**src/rtl/ram_arbiter_pkg.sv**
```systemverilog
// ram_arbiter_pkg
//   Shared definitions for the program/data RAM arbiter: FSM state
//   encodings and master (owner) identifiers.
package ram_arbiter_pkg;

  typedef enum logic {
    ARB_IDLE = 1'b0,
    ARB_ACC  = 1'b1
  } arb_state_e;

  localparam logic OWN_M0 = 1'b0;
  localparam logic OWN_M1 = 1'b1;

endpackage : ram_arbiter_pkg

```
**src/rtl/ram_arbiter_arb_select.sv**
```systemverilog
// arb_select
//   Combinational winner pick between the two RAM masters.
//   Ports:
//     req0, req1  - request lines of master 0 / master 1
//     last_owner  - owner id of the most recently completed access
//     vld         - at least one request present
//     winner      - owner id of the selected master (meaningful when vld=1)
//   Configuration macro RAM_ARB_FIXED_PRIO_EN:
//     defined     - master 0 always wins a simultaneous request
//     not defined - round-robin, the master that did not go last wins
module arb_select
  import ram_arbiter_pkg::*;
(
  input  logic req0,
  input  logic req1,
  input  logic last_owner,
  output logic vld,
  output logic winner
);

  assign vld = req0 | req1;

`ifdef RAM_ARB_FIXED_PRIO_EN
  // With no request the winner is a don't-care; last_owner fills that slot.
  always_comb begin
    winner = last_owner;
    if (req0)      winner = OWN_M0;
    else if (req1) winner = OWN_M1;
  end
`else
  always_comb begin
    winner = last_owner;
    if (req0 && req1) winner = ~last_owner;
    else if (req0)    winner = OWN_M0;
    else if (req1)    winner = OWN_M1;
  end
`endif

endmodule : arb_select

```
**src/rtl/ram_arbiter.sv**
```systemverilog
// ram_arbiter
//   Shares the single-port 2**AW x DW program/data RAM between the CPU
//   memory port (master 0) and the host loader/debug port (master 1).
//   One access in flight at a time: a request is captured in IDLE, the RAM
//   is driven for one cycle in ACC, and the ack/read data follow.
//   Ports:
//     clk, reset              - clock, asynchronous active-low reset
//     m{0,1}_req/we/addr/wdata - master request side
//     m{0,1}_gnt              - one-cycle pulse: request captured
//     m{0,1}_ack              - one-cycle pulse: access complete
//     m{0,1}_rdata            - read data, held until that master's next read
//     ram_load/ram_addr/ram_d - RAM control, driven only in ACC
//     ram_q                   - RAM read data (combinational from ram_addr)
//     busy                    - access in flight
//   Configuration macro RAM_ARB_FIXED_PRIO_EN selects fixed priority
//   (master 0 wins) instead of round-robin inside arb_select.
module ram_arbiter
  import ram_arbiter_pkg::*;
#(
  parameter int DW = 16,
  parameter int AW = 12
) (
  input  logic          clk,
  input  logic          reset,
  input  logic          m0_req,
  input  logic          m0_we,
  input  logic [AW-1:0] m0_addr,
  input  logic [DW-1:0] m0_wdata,
  output logic          m0_gnt,
  output logic          m0_ack,
  output logic [DW-1:0] m0_rdata,
  input  logic          m1_req,
  input  logic          m1_we,
  input  logic [AW-1:0] m1_addr,
  input  logic [DW-1:0] m1_wdata,
  output logic          m1_gnt,
  output logic          m1_ack,
  output logic [DW-1:0] m1_rdata,
  output logic          ram_load,
  output logic [AW-1:0] ram_addr,
  output logic [DW-1:0] ram_d,
  input  logic [DW-1:0] ram_q,
  output logic          busy
);

  arb_state_e    state_q, state_d;
  logic          last_owner_q;
  logic          sel_vld, sel_win;

  logic          we_p0;
  logic [AW-1:0] addr_p0;
  logic [DW-1:0] wdata_p0;
  logic          owner_p0;

  arb_select u_sel (
    .req0       (m0_req),
    .req1       (m1_req),
    .last_owner (last_owner_q),
    .vld        (sel_vld),
    .winner     (sel_win)
  );

  logic capture;
  assign capture = (state_q == ARB_IDLE) && sel_vld;

  always_ff @(posedge clk or negedge reset) begin
    if (!reset) state_q <= ARB_IDLE;
    else        state_q <= state_d;
  end

  // RAM pins are driven only while the access is in flight so that the RAM
  // sees a clean, single-cycle strobe and reset drops it immediately.
  always_comb begin
    state_d  = state_q;
    ram_load = 1'b0;
    ram_addr = '0;
    ram_d    = '0;
    busy     = 1'b0;
    case (state_q)
      ARB_IDLE: if (sel_vld) state_d = ARB_ACC;
      ARB_ACC: begin
        state_d  = ARB_IDLE;
        ram_load = we_p0;
        ram_addr = addr_p0;
        ram_d    = wdata_p0;
        busy     = 1'b1;
      end
      default: state_d = ARB_IDLE;
    endcase
  end

  // Stage p0: capture the winning request and pulse its grant.
  always_ff @(posedge clk or negedge reset) begin
    if (!reset) begin
      we_p0    <= 1'b0;
      addr_p0  <= '0;
      wdata_p0 <= '0;
      owner_p0 <= OWN_M0;
      m0_gnt   <= 1'b0;
      m1_gnt   <= 1'b0;
    end else begin
      m0_gnt <= 1'b0;
      m1_gnt <= 1'b0;
      if (capture) begin
        owner_p0 <= sel_win;
        if (sel_win == OWN_M0) begin
          we_p0    <= m0_we;
          addr_p0  <= m0_addr;
          wdata_p0 <= m0_wdata;
          m0_gnt   <= 1'b1;
        end else begin
          we_p0    <= m1_we;
          addr_p0  <= m1_addr;
          wdata_p0 <= m1_wdata;
          m1_gnt   <= 1'b1;
        end
      end
    end
  end

  // Stage p1: complete the access, return read data and pulse the ack.
  always_ff @(posedge clk or negedge reset) begin
    if (!reset) begin
      last_owner_q <= OWN_M1;
      m0_ack       <= 1'b0;
      m1_ack       <= 1'b0;
      m0_rdata     <= '0;
      m1_rdata     <= '0;
    end else begin
      m0_ack <= 1'b0;
      m1_ack <= 1'b0;
      if (state_q == ARB_ACC) begin
        last_owner_q <= owner_p0;
        if (owner_p0 == OWN_M0) begin
          m0_ack <= 1'b1;
          if (!we_p0) m0_rdata <= ram_q;
        end else begin
          m1_ack <= 1'b1;
          if (!we_p0) m1_rdata <= ram_q;
        end
      end
    end
  end

endmodule : ram_arbiter

```
**config.mk**
```make
export PLATFORM = sky130hd
export DESIGN_NAME = ram_arbiter
export DESIGN_NICKNAME = d
export VERILOG_FILES = /design/src/rtl/ram_arbiter_pkg.sv /design/src/rtl/ram_arbiter_arb_select.sv /design/src/rtl/ram_arbiter.sv
export SDC_FILE = /design/constraint.sdc
export NUM_CORES = 1
export LEC_CHECK = 0
export CAP_MARGIN = 20
export CELL_PAD_IN_SITES_DETAIL_PLACEMENT = 0
export CELL_PAD_IN_SITES_GLOBAL_PLACEMENT = 1
export CORE_MARGIN = 10
export CORE_UTILIZATION = 35
export DETAILED_ROUTE_END_ITERATION = 10
export DONT_BUFFER_PORTS = 1
export GPL_TIMING_DRIVEN = 0
export PLACE_DENSITY = 0.67
export SYNTH_ARGS = -nofsm -noshare
export SYNTH_HDL_FRONTEND = slang
export SYNTH_SLANG_ARGS = --single-unit
```
**constraint.sdc**
```tcl
create_clock -name clk -period 4.5 [get_ports clk]
set_input_delay 0.9 -clock clk [delete_from_list [all_inputs] [get_ports clk]]
set_output_delay 0.9 -clock clk [all_outputs]
set_load 0.02 [all_outputs]
```
==> results of run 1 <==
## final cells by class
class	count	area share, %
clock buffers	12	4.80
multi-input cells	128	33.7
inverters	4	0.465
flip-flops and latches	68	52.7
plain buffers	15	2.75
clock inverters	4	1.47
well taps	105	4.07
## state kept, by name (all words and copies together) (netlist names)
| register | flops |
|---|---|
| addr_p0 | 12 |
| m1_ack | 1 |
| m1_gnt | 1 |
| we_p0 | 1 |
| m0_gnt | 1 |
| last_owner_q | 1 |
| wdata_p0 | 16 |
| state_q | 1 |
| owner_p0 | 1 |
| m0_ack | 1 |
| m0_rdata | 16 |
| m1_rdata | 16 |
## kinds of logic after synthesis
logic type,count (synthesis)
simple gates,62
flops,68
compound gates,34
buf+inv,19
mux,32
## worst min-delay path by stage
stage / from / endpoint / slack [ns] / cells after the start
after global routing: reset / m1_rdata[2] / 0.23 / 0
final: reset / m0_rdata[11] / 0.26 / 0
after CTS: reset / m0_rdata[11] / 0.23 / 0
after global placement: owner_p0 / m0_ack / 0.53 / 1
after floorplan: owner_p0 / m0_ack / 0.49 / 1
after detailed placement: owner_p0 / m0_ack / 0.55 / 1
## cell usage in the layout, fill, tap and decap left out
| master | n |
|---|---|
| clkinv_2 | 2 |
| nand2b_2 | 1 |
| nor3_4 | 1 |
| bufinv_16 | 1 |
| o21bai_1 | 1 |
| nor2_1 | 1 |
| dfstp_2 | 1 |
| buf_8 | 2 |
| and2_4 | 1 |
| clkbuf_1 | 11 |
| inv_1 | 3 |
| o211a_1 | 1 |
| and2_1 | 58 |
| clkbuf_8 | 11 |
| clkinvlp_4 | 1 |
| a221o_1 | 29 |
| inv_2 | 1 |
| mux2_2 | 32 |
| a21oi_1 | 1 |
| buf_6 | 1 |
| a211oi_1 | 1 |
| buf_2 | 2 |
| dfrtp_1 | 67 |
| a21o_2 | 1 |
## power groups by stage
stage | sequential, mW | clock (mW) | combinational, mW
after floorplan | 1.12 | 0 | 0.361
final | 1.17 | 0.510 | 0.412
after detailed placement | 1.19 | 0 | 0.421
after CTS | 1.18 | 0.531 | 0.422
after global placement | 1.18 | 0 | 0.412
after global routing | 1.20 | 0.560 | 0.450
## routing by layer
layer | GRT usage [%] | wire length (um) | share of wire, % | vias up
met5 | 0 | 0 | 0 | -
li1 | - | - | - | 789
met4 | 5.21 | 131 | 1.7 | 0
met3 | 8.33 | 1200 | 16 | 12
met2 | 16.5 | 3120 | 42 | 109
met1 | 13.5 | 3060 | 41 | 865
## through the flow
| stage | instances | total power [mW] | setup slack (ns) |
|---|---|---|---|
| 6_report | 336 | 2.09 | 1.68 |
| 5_1_grt | 336 | 2.21 | 1.40 |
| 4_1_cts | 336 | 2.13 | 1.55 |
| 3_5_place_dp | 320 | 1.61 | 1.93 |
| 3_3_place_gp | 320 | 1.59 | 1.93 |
| 2_1_floorplan | 215 | 1.48 | 2.39 |
## cells in the mapped netlist
| cell type | n | area (um2) |
|---|---|---|
| a211oi_1 | 1 | 7.51 |
| a21o_2 | 1 | 8.76 |
| a21oi_1 | 1 | 5.00 |
| a221o_1 | 29 | 290 |
| and2_1 | 58 | 363 |
| and2_4 | 1 | 8.76 |
| buf_2 | 2 | 10.0 |
| buf_6 | 1 | 11.3 |
| buf_8 | 2 | 30.0 |
| clkbuf_1 | 10 | 37.5 |
| dfrtp_1 | 67 | 1680 |
| dfstp_2 | 1 | 26.3 |
| inv_1 | 3 | 11.3 |
| inv_2 | 1 | 3.75 |
| mux2_2 | 32 | 360 |
| nand2b_2 | 1 | 8.76 |
| nor2_1 | 1 | 3.75 |
| nor3_4 | 1 | 16.3 |
| o211a_1 | 1 | 10.0 |
| o21bai_1 | 1 | 7.51 |
## critical path: stages (launching register included)
cell and delay (ns):
dfrtp_1 0.58, clkbuf_1 0.37, clkbuf_1 0.33, and2_1 0.31
==> impl_metrics.toml, run 1 <==
[sta]
finalCritPeriodShare_pct = 62.6
rsz0062_at_grt = "no"
slew_violations = 0
hold_ws_ns = 0.255
finalClockSkew_ns = 0.00848
setup_violations = 0
slew_headroom_pct = 66.6
setup_tns_ns = 0
tightest_slew_ns = 0.502
fin_crit_ns = 2.82
max_freq_ghz = 0.355
final_hold_viol_count = 0

[synthesis]
synth_warnings = 0
synthMuxAreaShare_pct = 12.4
synth-seq-cells = 68
ys_types = 20
synth_compound_area_share_pct = 11.4
syn_area_um2 = 2900
avgSynthCellArea_um2 = 13.5
syn-num-nets = 293
synth_top_family_by_area = "simple AND/OR/NAND/NOR gates"
synth-xor-area-share_pct = 0
synth_seq_area_share_pct = 58.8
synth-simple-area-share_pct = 13.8
yosys.area_share.adder_pct = 0
synth_cells = 215

[setup_path]
cp_data_arrival_time_ns = 1.92
r2r_slack_ns = 2.68
critical_path.startpoint = "state_q"
r2r_end = "m0_rdata[10]"
cp-end-kind = "output pin"
crit_fanout = 10
cp-start-kind = "flop"
criticalPathCategory = "reg2out"
rr_startpoint = "state_q"
crit_end = "ram_addr[5]"
ff2ff_path_depth = 4
required_ns = 3.60

[finish]
seqCellArea_um2 = 1700
final_area_um2 = 3230
n_antenna_cell = 0
fillers = 792
area_delta_synth_final_pct = 11.5
layout.nets = 304
multi_input_area_um2 = 1090
layout-drive-gt1-share_pct = 25.1
utilization_pct = 39.7

[run]
drv_cap = 0

[clock_tree]
cts_buffer_depth = 2
cts_hold_buf = 0
clkTransAtPathRegs_ns = 0.07
tritoncts = "yes"
cts_buffers = 9
clk_latency_ns = 0.33
clock-sinks = 68
postCtsSetupBuffers = 0
htreeDepth = 3
root_buffer = "clkbuf_8"
cts_resized = 0

[global_routing]
grt_pass1_wl_um = 11600
grt_overflow = 0
grt.total_usage_pct = 11.8
grt_pass1_vias = 2016
grt_start_max_net_pins = 69
antenna_found_initial = 0

[floorplanning]
dieArea_um2 = 12300
die_h_um = 111
initial_core_util_pct = 35.6
boundaryPins = 144
die_x_um = 111
rows = 33
coreArea_um2 = 8130

[pwr]
p_leak_nw = 1.40
switching_power_uw = 751
clkPwrFrac_pct = 24.4
p_per_area_nw_per_um2 = 646
seqPwrFrac_pct = 55.9
swShare_pct = 36.0
ir_drop_mv = 0.164
pwr-share-comb_pct = 19.7
internal-power_mw = 1.34

[place]
place_congestion = 0.700
place_area_um2 = 3030
dp_hpwl_um = 5700
port_buffers = 0

[status]
status = "complete, no violations"

[drt]
vias = 1775
drt_iter0_markers = 64
antenna_left = 0
dr.pass1.iters = 4
via_per_inst = 5.28
finalWirelength_um = 7530
wl_per_cell_um = 22.4
remaining_drc_errors = 0

[worst_hold_path]
hold_class = "in2async"
(Power assumes the default switching activity.)
==> run 2, diff against run 1 <==
PLACE_DENSITY = 0.69   (was 0.67)
clock period = 2.3 ns   (was 4.5 ns; I/O delays follow)
==> impl_metrics.toml, run 2 (synthesized netlist as in run 1, its figures left out) <==
[sta]
slew_headroom_pct = 60.4
slew_violations = 0
fin_ws_ns = 0.319
finalClockSkew_ns = 0.00521
setup_tns_ns = 0
rsz0062_at_grt = "no"
max_freq_ghz = 0.505
finalCritPeriodShare_pct = 86.1
final_hold_viol_count = 0
tightest_slew_ns = 0.594
setup_violations = 0
fin_crit_ns = 1.98

[setup_path]
cp-start-kind = "flop"
ff2ff_path_depth = 4
cp_data_arrival_time_ns = 1.52
crit_fanout = 19
criticalPathCategory = "reg2out"
required_ns = 1.84
cp-end-kind = "output pin"

[run]
drv_cap = 0

[finish]
area_delta_synth_final_pct = 13.2
final_common_cell = "dfrtp_1"
utilization_pct = 40.3
layout.nets = 305
n_antenna_cell = 0
final_cell_mix = "66 x dfrtp_1, 58 x and2_1, 32 x mux2_2, 29 x a221o_1, 9 x clkbuf_8"
layout-drive-gt1-share_pct = 26.7
reg.largest.list = "m0_rdata (16), m1_rdata (16), wdata_p0 (16)"
fillers = 790

[floorplanning]
coreArea_um2 = 8130
die_x_um = 111
dieArea_um2 = 12300
rows = 33
initial_core_util_pct = 35.6
boundaryPins = 144
die_h_um = 111

[place]
dp_hpwl_um = 5770
port_buffers = 0
place_congestion = 0.695
dp_worst_setup_slack_ns = 0.143

[drt]
remaining_drc_errors = 0
vias = 1778
via_per_inst = 5.28
antenna_left = 0
drt_iter0_markers = 75
wl_per_cell_um = 22.9
dr.pass1.iters = 4
finalWirelength_um = 7700

[global_routing]
grt_start_max_net_pins = 69
antenna_found_initial = 0
grt.total_usage_pct = 12.5
grt_overflow = 0
grt_pass1_vias = 2098
grt_pass1_wl_um = 12300

[worst_hold_path]
hold_depth = 1
hold_class = "in2reg"

[clock_tree]
clock-sinks = 68
clk_latency_ns = 0.33
root_buffer = "clkbuf_8"
cts_buffers = 9
tritoncts = "yes"
cts_buffer_depth = 2
clkTransAtPathRegs_ns = 0.08
htreeDepth = 3

[pwr]
p_per_area_nw_per_um2 = 1280
ir_drop_mv = 0.330
p_leak_nw = 1.43

[status]
status = "complete, no violations"
## run 2: metrics by stage
step	instance area (um2)	power, mW	cells	hold WS, ns
finish	3280	4.18	337	0.267
global route	3280	4.45	337	0.243
CTS	3280	4.27	338	0.243
detailed placement	3030	3.15	320	0.167
global placement	3030	3.11	320	0.167
floorplan	2900	2.90	215	0.164
## run 2: final timing paths
check | start | to | slack [ns]
setup / recovery | state_q | ram_addr[9] | 0.32
hold / removal | m0_wdata[5] | wdata_p0[5] | 0.27
setup reg to reg | state_q | m0_rdata[6] | 0.62
hold reg to reg | owner_p0 | m0_ack | 0.53
max in group asynchronous | reset | last_owner_q | 1.32
min in group asynchronous | reset | m1_rdata[4] | 0.66
## run 2: cell type report
class                      instances  area (um2)  share of cell area, %
inverter                           4        15.0                  0.458
tap                              105         131                   4.01
clock inverter                     7        91.3                   2.79
multi-input combinational        128        1090                   33.2
buffer                            14        86.3                   2.63
sequential                        68        1700                   52.0
clock buffer                       9         124                   3.78
timing repair buffer               2        37.5                   1.14
## run 2: power breakdown
| part | switching (mW) | internal (mW) | total [mW] |
|---|---|---|---|
| logic | 0.393 | 0.445 | 0.837 |
| clock network | 0.457 | 0.606 | 1.06 |
| registers | 0.660 | 1.62 | 2.28 |
| total | 1.51 | 2.67 | 4.18 |
## run 2: worst max-delay path, cell delays in order (launching register included)
cell and delay (ns):
dfrtp_2 0.49, clkbuf_2 0.35, and2_1 0.34
## run 2: repair_timing
item | in CTS | in global routing
gates resized for setup | 2 | 0
hold endpoints to repair | 68 | 0
buffers inserted | 0 | 0
gates cloned | 0 | 0
hold buffers | 2 | 0
endpoints found under the setup margin | 10 | 10
## run 2: metal layers
metal  share of wire (%)  GRT usage (%)  wire length, um
met1                  41           15.3             3180
met2                  43           17.6             3330
met3                  15           7.52             1140
met4                0.84           4.86               65
met5                   0              0                0
==> run 3, diff against run 2 <==
ABC_AREA = 1   (was default)
GPL_TIMING_DRIVEN = default   (was 0)
PLACE_DENSITY = 0.74   (was 0.69)
==> impl_metrics.toml, run 3 <==
[status]
status = "complete, no violations"

[clock_tree]
tritoncts = "yes"
clock-sinks = 68
cts_buffer_depth = 2
postCtsSetupBuffers = 0
cts_buffers = 9
htreeDepth = 3
clk_latency_ns = 0.34
clkTransAtPathRegs_ns = 0.08
root_buffer = "clkbuf_8"

[setup_path]
slowest_stage = "dfrtp_1"
cp-start-kind = "flop"
criticalPathCategory = "reg2out"
path_delay_family = "flip-flops"
slowest_delay_ns = 0.57
rr_startpoint = "state_q"
path_depth = 3
critical_path.startpoint = "state_q"
ff2ff_path_depth = 5
crit_fanout = 12
r2r_slack_ns = 0.55
cp_num_buf_inv = 2
worstPathCellList = "buf_4, nand2_1, inv_1"
cp_data_arrival_time_ns = 1.46
required_ns = 1.84
cp-end-kind = "output pin"
r2r_end = "addr_p0[7]"
crit_end = "ram_d[6]"

[place]
place_congestion = 0.714
port_buffers = 0
dp_hpwl_um = 6730
dpl.cell_count = 519
dp_worst_setup_slack_ns = 0.516
place_area_um2 = 3290

[pwr]
swShare_pct = 43.5
pwr-share-comb_pct = 24.7
seqPwrFrac_pct = 52.3
ir_drop_mv = 0.448
p_per_area_nw_per_um2 = 1270
clkPwrFrac_pct = 23.0
internal-power_mw = 2.53
total_power_mw = 4.48
switching_power_mw = 1.95
p_leak_nw = 2.07

[synthesis]
synth-seq-cells = 68
syn-num-nets = 506
synth_edf_count = 0
ys.flop_type = "dfrtp_1"
syn_area_um2 = 3210
synth_cells = 428
synth_top_area_share_pct = 52.2
synth_common_cells = "184 x nand2_1, 67 x dfrtp_1, 58 x nand3_1, 49 x inv_1, 32 x o21ai_1"
async_flop_share_pct = 100
yosysMostFrequentCell = "nand2_1"
synth_warnings = 0
yosys-top-cells-area = "dfrtp_1 52%, nand2_1 21%, nand3_1 9.0%"
avgSynthCellArea_um2 = 7.51
yosysTopAreaCell = "dfrtp_1"
synth_seq_area_share_pct = 53.0
ys_types = 14

[finish]
final_common_cell = "nand2_1"
final_cell_mix = "184 x nand2_1, 67 x dfrtp_1, 58 x nand3_1, 49 x inv_1, 32 x o21ai_1"
final_cells = 537
area_delta_synth_final_pct = 10.0
layout-drive-gt1-share_pct = 7.69
reg.largest.list = "m0_rdata (16), m1_rdata (16), wdata_p0 (16)"
final_area_um2 = 3540
fillers = 964
n_antenna_cell = 0
utilization_pct = 40.0
layout.nets = 502

[sta]
finalClockSkew_ns = 0.00872
fin_crit_ns = 1.92
rsz0062_at_grt = "no"
max_freq_ghz = 0.521
setup_tns_ns = 0
fin_ws_ns = 0.379
setup_violations = 0
hold_ws_ns = 0.264
slew_headroom_pct = 56.9
tightest_slew_ns = 0.646
finalCritPeriodShare_pct = 83.5
final_hold_viol_count = 0
slew_violations = 0

[global_routing]
use_met2_pct = 21.2
antenna_found_initial = 0
met3_usage_pct = 7.34
grt_pass1_vias = 2651
grt_util_met1_pct = 15.7
top_usage_layer = "met2"
grt_pass1_wl_um = 14200
grt_overflow = 0
grt.total_usage_pct = 13.4
grt_start_max_net_pins = 69

[floorplanning]
dieArea_um2 = 13400
die_x_um = 116
rows = 34
coreArea_um2 = 8850
initial_core_util_pct = 36.3
boundaryPins = 144
die_h_um = 116

[drt]
finalWirelength_um = 9160
vias = 2643
drt_iter0_markers = 123
via_per_inst = 4.92
remaining_drc_errors = 0
wl_per_cell_um = 17.1
antenna_left = 0
dr.pass1.iters = 4

[run]
drv_cap = 0

[worst_hold_path]
hold_class = "in2reg"
-- run 3: changes by cell type after synthesis, moves of 2 or more --
cell / before / now
mux2_2: 32 / 0
nand2_1: 0 / 184
and2_1: 58 / 0
buf_2: 2 / 24
o21ai_1: 0 / 32
inv_2: 1 / 3
clkbuf_1: 10 / 3
buf_8: 2 / 0
inv_1: 3 / 49
nand3_1: 0 / 58
a221o_1: 29 / 0
-- run 3: worst min-delay path by stage --
stage / cells after the start / start / slack (ns) / to
3_3_place_gp: 0 / reset / 0.17 / wdata_p0[0]
5_1_grt: 2 / ram_q[8] / 0.24 / m1_rdata[8]
4_1_cts: 2 / ram_q[6] / 0.24 / m1_rdata[6]
6_report: 2 / ram_q[1] / 0.26 / m1_rdata[1]
3_5_place_dp: 0 / reset / 0.17 / addr_p0[11]
2_1_floorplan: 0 / reset / 0.16 / addr_p0[0]
-- run 3: final cells by class --
type,count,area (um2),area share (%)
flip-flops and latches,68,1700,48.2
multi-input cells,281,1180,33.5
inverters,52,195,5.52
well taps,108,135,3.82
clock buffers,9,124,3.50
repair buffers,12,113,3.18
clock inverters,7,82.6,2.34
-- run 3: worst register-to-register path, cell delays in order (launching register included) --
cell and delay [ns]:
dfrtp_1 0.57, inv_2 0.11, o21ai_2 0.27, inv_2 0.41
nand2_1 0.20, nand2_1 0.06
-- run 3: cells by family (layout without fill, tap and decap cells) --
logic type / Yosys count / count (layout) / synth area share (%)
AND/OR/NAND/NOR: 245 / 245 / 31.1
buffers and inverters: 79 / 80 / 10.2
flip-flops: 68 / 68 / 53.0
AO/OA/AOI/OAI: 36 / 36 / 5.72
-- run 3: metal layers --
layer | share of wire, % | vias to the layer above
li1 | - | 1309
met1 | 42 | 1234
met2 | 47 | 93
met3 | 10 | 7
met4 | 0.84 | 0
met5 | 0 | -
-- run 3: power by group through the flow --
| stage | sequential [mW] | clock (mW) | combinational, mW |
|---|---|---|---|
| finish | 2.34 | 1.03 | 1.11 |
| CTS | 2.36 | 1.07 | 1.13 |
| global placement | 2.38 | 0 | 1.07 |
| floorplan | 2.25 | 0 | 0.906 |
| detailed placement | 2.38 | 0 | 1.10 |
| global route | 2.41 | 1.13 | 1.28 |
-- run 3: timing repair --
item,4_1_cts,5_1_grt
hold endpoints to repair,68,0
gates resized for setup,0,0
setup endpoints to repair,0,0
hold buffers,2,0
